**config.mk**
```make
export PLATFORM = sky130hd
export DESIGN_NAME = camera_stream_tx
export DESIGN_NICKNAME = d
export VERILOG_FILES = /design/src/rtl/camera_stream_tx_pkg.sv /design/src/rtl/camera_stream_tx_timing_gen.sv /design/src/rtl/camera_stream_tx.sv
export SDC_FILE = /design/constraint.sdc
export NUM_CORES = 1
export LEC_CHECK = 0
export BUFFER_PORTS_ARGS = -buffer_cell sky130_fd_sc_hd__buf_2
export CAP_MARGIN = 20
export CORE_MARGIN = 1
export CORE_UTILIZATION = 63
export CTS_BUF_LIST = sky130_fd_sc_hd__clkbuf_16
export CTS_CLUSTER_DIAMETER = 200
export DETAILED_ROUTE_END_ITERATION = 8
export GPL_ROUTABILITY_DRIVEN = 0
export PLACE_DENSITY = 0.85
export SYNTH_ARGS = -nofsm -noshare
export SYNTH_HDL_FRONTEND = slang
export SYNTH_SLANG_ARGS = --single-unit
```
**constraint.sdc**
```tcl
create_clock -name i_clk -period 6 [get_ports i_clk]
set_input_delay 0.3 -clock i_clk [delete_from_list [all_inputs] [get_ports i_clk]]
set_output_delay 0.3 -clock i_clk [all_outputs]
set_load 0.03 [all_outputs]
```
**src/rtl/camera_stream_tx_pkg.sv**
```systemverilog
// Shared definitions for the camera stream transmitter and its timing generator.
// Holds the default frame geometry, the FSM state encoding and small pixel
// helpers (RGB565 byte split and RGB565 -> RGB332 reduction used by the
// capture side).
package camera_stream_tx_pkg;

  localparam int SCREEN_WIDTH  = 176;
  localparam int SCREEN_HEIGHT = 144;
  localparam int PIX_ADDR_W    = 15;
  localparam int PIX_DATA_W    = 16;

  typedef enum logic [2:0] {
    ST_IDLE   = 3'd0,
    ST_VSYNC  = 3'd1,
    ST_VBACK  = 3'd2,
    ST_ACTIVE = 3'd3,
    ST_HBLK   = 3'd4,
    ST_VFRONT = 3'd5
  } cam_state_t;

  function automatic logic [7:0] rgb565_hi(input logic [15:0] px);
    return px[15:8];
  endfunction

  function automatic logic [7:0] rgb565_lo(input logic [15:0] px);
    return px[7:0];
  endfunction

  // Keeps the top bits of each colour channel: RRR GGG BB.
  function automatic logic [7:0] rgb565_to_rgb332(input logic [15:0] px);
    return {px[15:13], px[10:8], px[4:3]};
  endfunction

endpackage

```
**src/rtl/camera_stream_tx_timing_gen.sv**
```systemverilog
// Frame/line timing generator for the parallel camera transmitter.
// Runs the IDLE/VSYNC/V_BACK/ACTIVE/H_BLK/V_FRONT state machine and its
// counters, drives the registered sync outputs and gives the data path
// look-ahead strobes for the next cycle.
// Ports:
//   i_clk, i_rst        clock, asynchronous active-high reset
//   i_en                start/continue streaming (sampled in IDLE and at frame end)
//   o_vsync, o_href     registered sync outputs
//   o_frame_done        registered pulse on the last cycle of V_FRONT
//   o_busy              registered, high outside IDLE
//   o_href_next         HREF value that the coming edge will register
//   o_byte_phase_next   byte phase (0 = high byte) the coming edge will register
//   o_pixel_advance     coming edge must step the pixel address by one
//   o_addr_rewind       coming edge must return the pixel address to 0
module camera_stream_tx_timing_gen
  import camera_stream_tx_pkg::*;
#(
  parameter int WIDTH         = SCREEN_WIDTH,
  parameter int HEIGHT        = SCREEN_HEIGHT,
  parameter int H_BLANK       = 16,
  parameter int V_SYNC_LINES  = 3,
  parameter int V_BACK_LINES  = 2,
  parameter int V_FRONT_LINES = 2
) (
  input  logic i_clk,
  input  logic i_rst,
  input  logic i_en,
  output logic o_vsync,
  output logic o_href,
  output logic o_frame_done,
  output logic o_busy,
  output logic o_href_next,
  output logic o_byte_phase_next,
  output logic o_pixel_advance,
  output logic o_addr_rewind
);

  localparam int LINE_CYC = 2 * WIDTH + H_BLANK;
  localparam int MAX_BL   = (V_SYNC_LINES > V_BACK_LINES) ?
                            ((V_SYNC_LINES > V_FRONT_LINES) ? V_SYNC_LINES : V_FRONT_LINES) :
                            ((V_BACK_LINES > V_FRONT_LINES) ? V_BACK_LINES : V_FRONT_LINES);
  localparam int CYC_W    = $clog2(LINE_CYC + 1);
  localparam int BYTE_W   = $clog2(2 * WIDTH + 1);
  localparam int LINE_W   = $clog2(HEIGHT + 1);
  localparam int BL_W     = $clog2(MAX_BL + 1);

  localparam logic [CYC_W-1:0]  CYC_LAST     = CYC_W'(LINE_CYC - 1);
  localparam logic [CYC_W-1:0]  CYC_PRE      = CYC_W'(LINE_CYC - 2);
  localparam logic [CYC_W-1:0]  HB_LAST      = CYC_W'(H_BLANK - 1);
  localparam logic [CYC_W-1:0]  HB_PRE       = CYC_W'(H_BLANK - 2);
  localparam logic [BYTE_W-1:0] BYTE_LAST    = BYTE_W'(2 * WIDTH - 1);
  localparam logic [BYTE_W-1:0] BYTE_LASTPIX = BYTE_W'(2 * WIDTH - 2);
  localparam logic [LINE_W-1:0] LINE_LAST    = LINE_W'(HEIGHT - 1);
  localparam logic [BL_W-1:0]   VS_LAST      = BL_W'(V_SYNC_LINES - 1);
  localparam logic [BL_W-1:0]   VB_LAST      = BL_W'(V_BACK_LINES - 1);
  localparam logic [BL_W-1:0]   VF_LAST      = BL_W'(V_FRONT_LINES - 1);

  cam_state_t        r_state, w_state_next;
  logic [CYC_W-1:0]  r_cyc,   w_cyc_next;
  logic [BYTE_W-1:0] r_byte,  w_byte_next;
  logic [LINE_W-1:0] r_line,  w_line_next;
  logic [BL_W-1:0]   r_blank, w_blank_next;
  logic              w_frame_end;
  logic              w_line_prefetch;
  logic              w_frame_prefetch;

  logic r_vsync, r_href, r_frame_done, r_busy;

  always_ff @(posedge i_clk or posedge i_rst) begin
    if (i_rst) begin
      r_state      <= ST_IDLE;
      r_cyc        <= '0;
      r_byte       <= '0;
      r_line       <= '0;
      r_blank      <= '0;
      r_vsync      <= 1'b0;
      r_href       <= 1'b0;
      r_frame_done <= 1'b0;
      r_busy       <= 1'b0;
    end else begin
      r_state      <= w_state_next;
      r_cyc        <= w_cyc_next;
      r_byte       <= w_byte_next;
      r_line       <= w_line_next;
      r_blank      <= w_blank_next;
      r_vsync      <= (w_state_next == ST_VSYNC);
      r_href       <= (w_state_next == ST_ACTIVE);
      r_busy       <= (w_state_next != ST_IDLE);
      r_frame_done <= (w_state_next == ST_VFRONT) && (w_blank_next == VF_LAST) &&
                      (w_cyc_next == CYC_LAST);
    end
  end

  always_comb begin
    w_state_next = r_state;
    w_cyc_next   = r_cyc;
    w_byte_next  = r_byte;
    w_line_next  = r_line;
    w_blank_next = r_blank;
    w_frame_end  = 1'b0;
    case (r_state)
      ST_IDLE: begin
        if (i_en) w_state_next = ST_VSYNC;
      end
      ST_VSYNC: begin
        if (r_cyc == CYC_LAST) begin
          w_cyc_next = '0;
          if (r_blank == VS_LAST) begin
            w_blank_next = '0;
            w_state_next = ST_VBACK;
          end else begin
            w_blank_next = r_blank + 1'b1;
          end
        end else begin
          w_cyc_next = r_cyc + 1'b1;
        end
      end
      ST_VBACK: begin
        if (r_cyc == CYC_LAST) begin
          w_cyc_next = '0;
          if (r_blank == VB_LAST) begin
            w_blank_next = '0;
            w_state_next = ST_ACTIVE;
          end else begin
            w_blank_next = r_blank + 1'b1;
          end
        end else begin
          w_cyc_next = r_cyc + 1'b1;
        end
      end
      ST_ACTIVE: begin
        if (r_byte == BYTE_LAST) begin
          w_byte_next  = '0;
          w_state_next = ST_HBLK;
        end else begin
          w_byte_next = r_byte + 1'b1;
        end
      end
      ST_HBLK: begin
        if (r_cyc == HB_LAST) begin
          w_cyc_next = '0;
          if (r_line == LINE_LAST) begin
            w_line_next  = '0;
            w_state_next = ST_VFRONT;
          end else begin
            w_line_next  = r_line + 1'b1;
            w_state_next = ST_ACTIVE;
          end
        end else begin
          w_cyc_next = r_cyc + 1'b1;
        end
      end
      ST_VFRONT: begin
        if (r_cyc == CYC_LAST) begin
          w_cyc_next = '0;
          if (r_blank == VF_LAST) begin
            w_blank_next = '0;
            w_frame_end  = 1'b1;
            w_state_next = i_en ? ST_VSYNC : ST_IDLE;
          end else begin
            w_blank_next = r_blank + 1'b1;
          end
        end else begin
          w_cyc_next = r_cyc + 1'b1;
        end
      end
      default: begin
        w_state_next = ST_IDLE;
      end
    endcase
  end

  // The first pixel of a line must be addressed two edges before ACTIVE is
  // entered, i.e. on the edge that moves the blank counter to its
  // second-to-last value. Using next-state values keeps this correct when
  // H_BLANK is exactly 2 and that edge is the one leaving ACTIVE.
  always_comb begin
    w_line_prefetch  = (w_state_next == ST_HBLK) && (w_cyc_next == HB_PRE) &&
                       (w_line_next != LINE_LAST);
    w_frame_prefetch = (w_state_next == ST_VBACK) && (w_blank_next == VB_LAST) &&
                       (w_cyc_next == CYC_PRE);
  end

  assign o_href_next       = (w_state_next == ST_ACTIVE);
  assign o_byte_phase_next = w_byte_next[0];
  // Each high-byte load steps to the next pixel in the line; the last pixel
  // leaves the step to the H_BLK prefetch.
  assign o_pixel_advance   = (o_href_next && !w_byte_next[0] && (w_byte_next != BYTE_LASTPIX)) ||
                             w_line_prefetch;
  assign o_addr_rewind     = w_frame_end || w_frame_prefetch;

  assign o_vsync      = r_vsync;
  assign o_href       = r_href;
  assign o_frame_done = r_frame_done;
  assign o_busy       = r_busy;

endmodule

```
**src/rtl/camera_stream_tx.sv**
```systemverilog
// OV7670-style parallel pixel transmitter (VSYNC/HREF/8-bit DATA).
// Reads RGB565 pixels from a synchronous-read frame memory and emits each
// pixel as two bytes, high byte first, with frame and line timing.
// Ports:
//   i_clk          byte clock
//   i_rst          asynchronous active-high reset
//   i_en           start/continue streaming frames
//   o_pix_addr     frame memory read address (y*WIDTH + x, built incrementally)
//   i_pix_data     RGB565 word, valid one clock after o_pix_addr is sampled
//   o_vsync        high during the vertical-sync period
//   o_href         high while o_data carries active bytes
//   o_data         pixel byte, 0 whenever o_href is low
//   o_frame_done   one-clock pulse on the last cycle of V_FRONT
//   o_busy         high in every state except IDLE
module camera_stream_tx
  import camera_stream_tx_pkg::*;
#(
  parameter int WIDTH         = SCREEN_WIDTH,
  parameter int HEIGHT        = SCREEN_HEIGHT,
  parameter int H_BLANK       = 16,
  parameter int V_SYNC_LINES  = 3,
  parameter int V_BACK_LINES  = 2,
  parameter int V_FRONT_LINES = 2
) (
  input  logic                  i_clk,
  input  logic                  i_rst,
  input  logic                  i_en,
  output logic [PIX_ADDR_W-1:0] o_pix_addr,
  input  logic [PIX_DATA_W-1:0] i_pix_data,
  output logic                  o_vsync,
  output logic                  o_href,
  output logic [7:0]            o_data,
  output logic                  o_frame_done,
  output logic                  o_busy
);

  localparam logic [PIX_ADDR_W-1:0] ADDR_LAST = PIX_ADDR_W'(WIDTH * HEIGHT - 1);

  logic w_href_next;
  logic w_byte_phase_next;
  logic w_pixel_advance;
  logic w_addr_rewind;

  logic [PIX_ADDR_W-1:0] r_pix_addr;
  logic [7:0]            r_hold_lo;
  logic [7:0]            r_data;

  camera_stream_tx_timing_gen #(
    .WIDTH         (WIDTH),
    .HEIGHT        (HEIGHT),
    .H_BLANK       (H_BLANK),
    .V_SYNC_LINES  (V_SYNC_LINES),
    .V_BACK_LINES  (V_BACK_LINES),
    .V_FRONT_LINES (V_FRONT_LINES)
  ) u_timing (
    .i_clk             (i_clk),
    .i_rst             (i_rst),
    .i_en              (i_en),
    .o_vsync           (o_vsync),
    .o_href            (o_href),
    .o_frame_done      (o_frame_done),
    .o_busy            (o_busy),
    .o_href_next       (w_href_next),
    .o_byte_phase_next (w_byte_phase_next),
    .o_pixel_advance   (w_pixel_advance),
    .o_addr_rewind     (w_addr_rewind)
  );

  // On the high-byte edge the memory word goes straight out as the high byte
  // and only its low half is held for the following edge.
  always_ff @(posedge i_clk or posedge i_rst) begin
    if (i_rst) begin
      r_pix_addr <= '0;
      r_hold_lo  <= '0;
      r_data     <= '0;
    end else begin
      if (w_href_next) begin
        if (!w_byte_phase_next) begin
          r_hold_lo <= rgb565_lo(i_pix_data);
          r_data    <= rgb565_hi(i_pix_data);
        end else begin
          r_data    <= r_hold_lo;
        end
      end else begin
        r_data <= '0;
      end

      if (w_addr_rewind) begin
        r_pix_addr <= '0;
      end else if (w_pixel_advance) begin
        r_pix_addr <= (r_pix_addr == ADDR_LAST) ? '0 : r_pix_addr + 1'b1;
      end
    end
  end

  assign o_pix_addr = r_pix_addr;
  assign o_data     = r_data;

endmodule
```
# Yosys cells after proc, flatten, opt, wreduce, memory -nomap -nowiden
# Index checks and enable logic that the tools add are counted.
[totals]
register_bits = 66
output_inout_bits = 27
word_cells = 91
[classes]
addsub = 5
eq_ne = 23
n_mux = 33
bitwise_logic = 1
n_reduce_logical = 17
[ops]
columns = ["operator", "n"]
rows = [
  ["two-way mux 15 bit", 3],
  ["two-way mux 8 bit", 5],
  ["== test 9 bit, second input constant", 4],
  ["two-way mux 9 bit", 4],
  ["two-way mux 3 bit", 10],
  ["adder 9 x 1 -> 9 bit, second input constant", 2],
  ["== test 9 x 4 -> 1 bit, second input constant", 2],
  ["one-hot mux 3 bit (6 select lines)", 1],
  ["one-hot mux 9 bit (2 select lines)", 1],
  ["adder 15 x 1 -> 15 bit, second input constant", 1],
  ["== test 15 bit, second input constant", 1],
  ["== test 3 x 2 -> 1 bit, second input constant", 4],
  ["== test 3 bit, second input constant", 4],
  ["!= test 9 bit, second input constant", 1],
  ["adder 8 x 1 -> 8 bit, second input constant", 1],
  ["== test 8 bit, second input constant", 1],
  ["logical AND 1 bit", 8],
  ["two-way mux 2 bit", 4],
  ["!= test 8 bit, second input constant", 1],
  ["== test 3 x 1 -> 1 bit, second input constant", 2],
  ["== test 2 x 1 -> 1 bit, second input constant", 2],
  ["two-way mux 1 bit", 4],
  ["one-hot mux 2 bit (2 select lines)", 1],
  ["logical NOT 3 bit", 1],
  ["other kinds (10)", 11],
]

# Depth between registers and ports, before layout
[depth]
ltp_word = 10
mapped_depth = 12
ltp_nobuf = 9

# By module
# A second synthesis with hierarchy kept.
[unflattened]
cells_unflattened = 397
hier_area_um2 = 3958.8
[modules_own_cells]
columns = ["mod", "n_inst", "cells_per_inst", "area_per_inst_um2"]
rows = [
  ["camera_stream_tx_timing_gen", 1, 268, 2454.9],
  ["camera_stream_tx", 1, 129, 1503.9],
]

# Least setup slack after synthesis
# OpenSTA, ideal clock, no wires.
[synth_path]
path_type = "register -> register"
from = "reg u_timing.r_cyc[1]"
to = "reg r_pix_addr[11] (netlist: o_pix_addr[11])"
arrival_ns = 3.283
t_required_ns = 5.875
setup_slack_ns = 2.593
path_stages_with_launch = 12
n_path_buf = 2
cell_sequence = "dfrtp_1 -> ha_1 -> or4b_4 -> or3_1 -> buf_2 -> o41ai_2 -> a311oi_1 -> or4_4 -> and3_1 -> clkbuf_2 -> o21ai_1 -> mux2_2"
[synth_between]
elab_chain_cells = 8
word_cells_on_any_way = 35
classes_between = "1 x add/sub; 9 x eq/ne; 16 x mux; 9 x reduce/logical"
[synth_lines]
columns = ["element", "line", "source"]
rows = [
  ["from (decl)", "camera_stream_tx_timing_gen.sv:59", "logic [CYC_W-1:0] r_cyc, w_cyc_next;"],
  ["from (signal assigned)", "camera_stream_tx_timing_gen.sv:82", "r_cyc <= w_cyc_next;"],
  ["adder 9 x 1 -> 9 bit, or another cell as far along", "n/a", ""],
  ["two-way mux 9 bit, or another cell as far along", "camera_stream_tx_timing_gen.sv:106, camera_stream_tx_timing_gen.sv:119, camera_stream_tx_timing_gen.sv:154", ""],
  ["one-hot mux 9 bit (2 select lines), or another cell as far along", "camera_stream_tx_timing_gen.sv:101", "case (r_state)"],
  ["== test 9 x 4 -> 1 bit, or another cell as far along", "camera_stream_tx_timing_gen.sv:178", "w_line_prefetch = (w_state_next == ST_HBLK) && (w_cyc_next == HB_PRE) &&"],
  ["logical AND 1 bit (on tied branches) (2 in series)", "camera_stream_tx_timing_gen.sv:178, camera_stream_tx_timing_gen.sv:180, camera_stream_tx_timing_gen.sv:188", ""],
  ["logical OR 1 bit (on tied branches)", "camera_stream_tx_timing_gen.sv:188, camera_stream_tx_timing_gen.sv:190", ""],
  ["nonzero test 2 bit (no line) / two-way mux 15 bit (equally long branches)", "n/a", ""],
  ["to (signal assigned)", "camera_stream_tx.sv:91", "r_pix_addr <= (r_pix_addr == ADDR_LAST) ? '0 : r_pix_addr + 1'b1;"],
  ["to (decl)", "camera_stream_tx.sv:44", "logic [PIX_ADDR_W-1:0] r_pix_addr;"],
]
# Parallel ways exist; a longest one is shown, timed or not.
# A chain may end at the register's enable or synchronous reset.

# Worst setup path in the final report
[layout_path]
from = "reg u_timing.r_cyc[0]"
to = "reg r_pix_addr[11] (netlist: o_pix_addr[11])"
# The elaborated chain is that of the path after synthesis.

==> qor.log <==
[layout] fill cell count 433
[power_and_ir_drop] net load switching power 196 uW
[sta] clock period minus worst slack 4.34 ns
[synth] synthesized cell area 4040 sq um
[clock_tree] CTS Hold Bufs 0
[layout] number of antenna cells inserted 0
[synth] Yosys cell types 64
[detailed_routing] post-detailed-route via-to-cell ratio 6.80
[clock_tree] clock slew at reported path FFs 0.05 ns
[sta] Achievable Freq 231 MHz
[floorplanning] placeable core region 6060 sq um
[worst_setup_path] kind of end point of the critical path register
[synth] Synth area leader sky130_fd_sc_hd__dfrtp_1
[detailed_routing] number of detailed-routing iterations run before antenna repair 6
[global_routing] first-pass GRT wire length 16500 um
[synth] proportion of synthesized chip area in sequential cells 40.9%
[placed_design] half-perimeter wire length of the detailed placement result 6750 um
[layout] combined area of the multi-input logic cells 2180 sq um
[power_and_ir_drop] internal power of the cells 769 uW
[power_and_ir_drop] sequential fraction of design power 46.6%
[sta] pins over their slew limit 0
[clock_tree] number of CTS-inserted buffers 9
[global_routing] number of global-route vias before repair 3462
[placed_design] placed cell area 4280 sq um
[power_and_ir_drop] P per Cell Area 212 nW/um^2
[global_routing] maximum number of pins on one net before global-route repair 67
[sta] slew at the pin with the worst max-slew slack 0.922 ns
[sta] count of endpoints failing hold in the final timing report 0
[floorplanning] area of the die 6730 sq um
[power_and_ir_drop] worst IR drop on VDD 0.186 mV
[synth] post-synthesis net count 465
[power_and_ir_drop] share of total power consumed by net switching 20.3%
[detailed_routing] number of remaining DRC errors 0
[layout] share of final-layout standard cells stronger than drive strength 1 17.7%
[synth] Mean Syn Cell Area 9.13 sq um
[global_routing] total routing resource utilization after global routing 32.6%
[sta] Worst Hold Slack 0.197 ns
[synth] flip-flop and latch count after synthesis 66
[clock_tree] number of buffers inserted by post-CTS setup repair 0
[global_routing] initial antenna violation count 1
[clock_tree] insertion delay to the later sink of the worst-skew pair 0.33 ns
[clock_tree] CTS H-Tree Depth 3
[sta] worst clock skew 0.00691 ns
[synth] EDFF count, synth 0
[detailed_routing] count of antenna-violating nets left after detailed routing 0
[floorplanning] die height 82.0 um
[worst_setup_path] data arrival time at the worst-slack endpoint 4.55 ns
[layout] Reg area 1650 sq um
[global_routing] GRT overflow 0
[layout] Design Area, Final 4550 sq um
[sta] max-slew headroom at the worst pin 37.0%
[clock_tree] cell at the root of the clock tree sky130_fd_sc_hd__clkbuf_16
[sta] RSZ-0062 raised after global routing false
[synth] list of most frequent post-synthesis cells sky130_fd_sc_hd__dfrtp_1 (66), sky130_fd_sc_hd__nand2_1 (35), sky130_fd_sc_hd__nor2_1 (33)
[synth] fraction of post-synthesis cell area in the top cell type by area 40.9%
[sta] Total Neg Setup Slack 0 ns
[floorplanning] floorplan row count 28
[outcome] result of the run finished, final reports clean
[worst_setup_path] startpoint class of the critical path register
[layout] post-layout net count 500
[clock_tree] cells resized by post-CTS repair 0
[power_and_ir_drop] leakage power of the design 2.06 nW
[clock_tree] clock tree from TritonCTS built
[synth] yosys warns 0
[worst_setup_path] kind of critical path register to register
[floorplanning] starting density of the core 66.6%
[power_and_ir_drop] Logic pwr share 2.0%
[detailed_routing] Vias 3780
[sta] final clock period utilization by the worst path 72.3%
[floorplanning] Die X-Extent 82.0 um
[hold_path] type of the most critical hold path input pin to asynchronous set/reset pin
[synth] Mapped Cells 442
[floorplanning] number of ports placed on the die boundary 46
[detailed_routing] overall routed net length 9960 um
[sta] Final Setup Violations 0
[clock_tree] maximum root-to-sink buffer count 2
[clock_tree] TritonCTS sink count 66
[synth] ys flop type sky130_fd_sc_hd__dfrtp_1
[layout] Area growth syn-to-layout 12.8%
[detailed_routing] drt first-iter violations 325
[placed_design] total of buffers placed on input and output ports 45
[run] number of max-cap violations 0
[synth] cell types occupying the most area after synthesis sky130_fd_sc_hd__dfrtp_1 (41%), sky130_fd_sc_hd__mux2_2 (3.3%), sky130_fd_sc_hd__nand2_1 (3.3%)
[power_and_ir_drop] proportion of power drawn by the clock network 51.4%
[detailed_routing] drt wl/cell 17.9 um
[synth] leading cell type by number of instances after synthesis sky130_fd_sc_hd__dfrtp_1
[worst_setup_path] Worst Path Required 6.22 ns
[synth] Async SR Flop Fraction 100%
[worst_setup_path] maximum net fanout on the critical path 19
==> layer usage <==
metal  vias to the layer above  part of all wire [%]  GRT usage [%]
met5                         -                 0.090              0
met1                      1795                    42           42.6
li1                       1730                     -              -
met2                       219                    47           50.7
met4                         2                   2.6           17.2
met3                        34                   7.8           6.44
==> path summary, 6_finish.rpt <==
kind / from / to / slack, ns / depth (start not counted)
max reg2reg: u_timing.r_cyc[0] / o_pix_addr[11] / 1.66 / 9
min reg2reg: u_timing.r_line[6] / u_timing.r_line[6] / 0.50 / 1
max in group asynchronous: i_rst / o_pix_addr[0] / 5.26 / 3
min in group i_clk: i_pix_data[7] / r_hold_lo[7] / 0.20 / 2
min: i_rst / o_data[5] / 0.20 / 3
max: u_timing.r_cyc[0] / o_pix_addr[11] / 1.66 / 9
==> worst max-delay path, cell delays in order (launching register included) <==
cell	delay, ns
sky130_fd_sc_hd__dfrtp_1	0.47
sky130_fd_sc_hd__ha_1	0.35
sky130_fd_sc_hd__nor4bb_1	0.48
sky130_fd_sc_hd__a31oi_1	0.23
sky130_fd_sc_hd__a2111oi_0	0.85
sky130_fd_sc_hd__o211ai_1	0.27
sky130_fd_sc_hd__nor4_4	0.77
sky130_fd_sc_hd__and3_1	0.40
sky130_fd_sc_hd__o21ai_1	0.10
sky130_fd_sc_hd__mux2_2	0.30
==> cells in the final DEF, fill, tap and decap left out, drive strengths merged, types with 3 or more instances in the layout <==
master	instances
nor3b	4
a22o	4
o221a	3
clkbuf	9
and3	19
nor4b	4
o2111ai	3
or3	8
nand2b	3
nand4	13
nor2b	4
ha	4
o31ai	3
nor4	8
xnor2	4
and2	8
mux2i	13
a211o	4
clkinv	3
xor2	5
nand3	19
a211oi	17
nor3	11
a21oi	14
dfrtp	66
nand3b	3
nor2	33
a21o	3
o21ai	17
or4	3
nand2	35
inv	28
a32oi	9
o211ai	7
mux2	12
buf	48
==> logic make-up after synthesis <==
kind of cell	share of synthesized area [%]
XOR/XNOR	1.95
AND/OR/NAND/NOR	26.2
adder cells (fa/ha/maj)	1.24
flip-flops	40.9
buffers and inverters	5.08
AO/OA/AOI/OAI	18.0
multiplexers	6.57
==> power groups by stage <==
stage          clock network (mW)  registers, mW  logic (mW)
2_1_floorplan                   0          0.457      0.0106
3_3_place_gp                    0          0.457      0.0194
3_5_place_dp                    0          0.457      0.0198
4_1_cts                     0.500          0.450      0.0199
5_1_grt                     0.520          0.450      0.0225
6_report                    0.496          0.450      0.0190
==> area by class of cell <==
cell class / count / area share [%]
timing repair buffer: 48 / 5.44
clock buffer: 9 / 4.95
multi-input combinational: 326 / 48.0
sequential: 66 / 36.3
tap: 75 / 2.06
inverter: 26 / 2.14
clock inverter: 6 / 1.13
==> state kept, by name, summed over array words and instances (netlist names) <==
signal and count:
o_data 8, o_pix_addr 15, r_hold_lo 8, u_timing.o_busy 1, u_timing.o_frame_done 1, u_timing.o_href 1, u_timing.o_vsync 1, u_timing.r_blank 2
u_timing.r_byte 9, u_timing.r_cyc 9, u_timing.r_line 8, u_timing.r_state 3
==> stage by stage <==
stage / setup slack [ns] / std cells / util, % / power (mW)
final: 1.66 / 556 / 75.1 / 0.965
after global routing: 1.37 / 556 / 75.1 / 0.992
after CTS: 1.77 / 556 / 75.1 / 0.970
after detailed placement: 1.84 / 541 / 70.5 / 0.477
after global placement: 1.91 / 541 / 70.5 / 0.477
after floorplan: 2.59 / 442 / - / 0.468
Note: power is estimated with default switching activity, not from simulation.
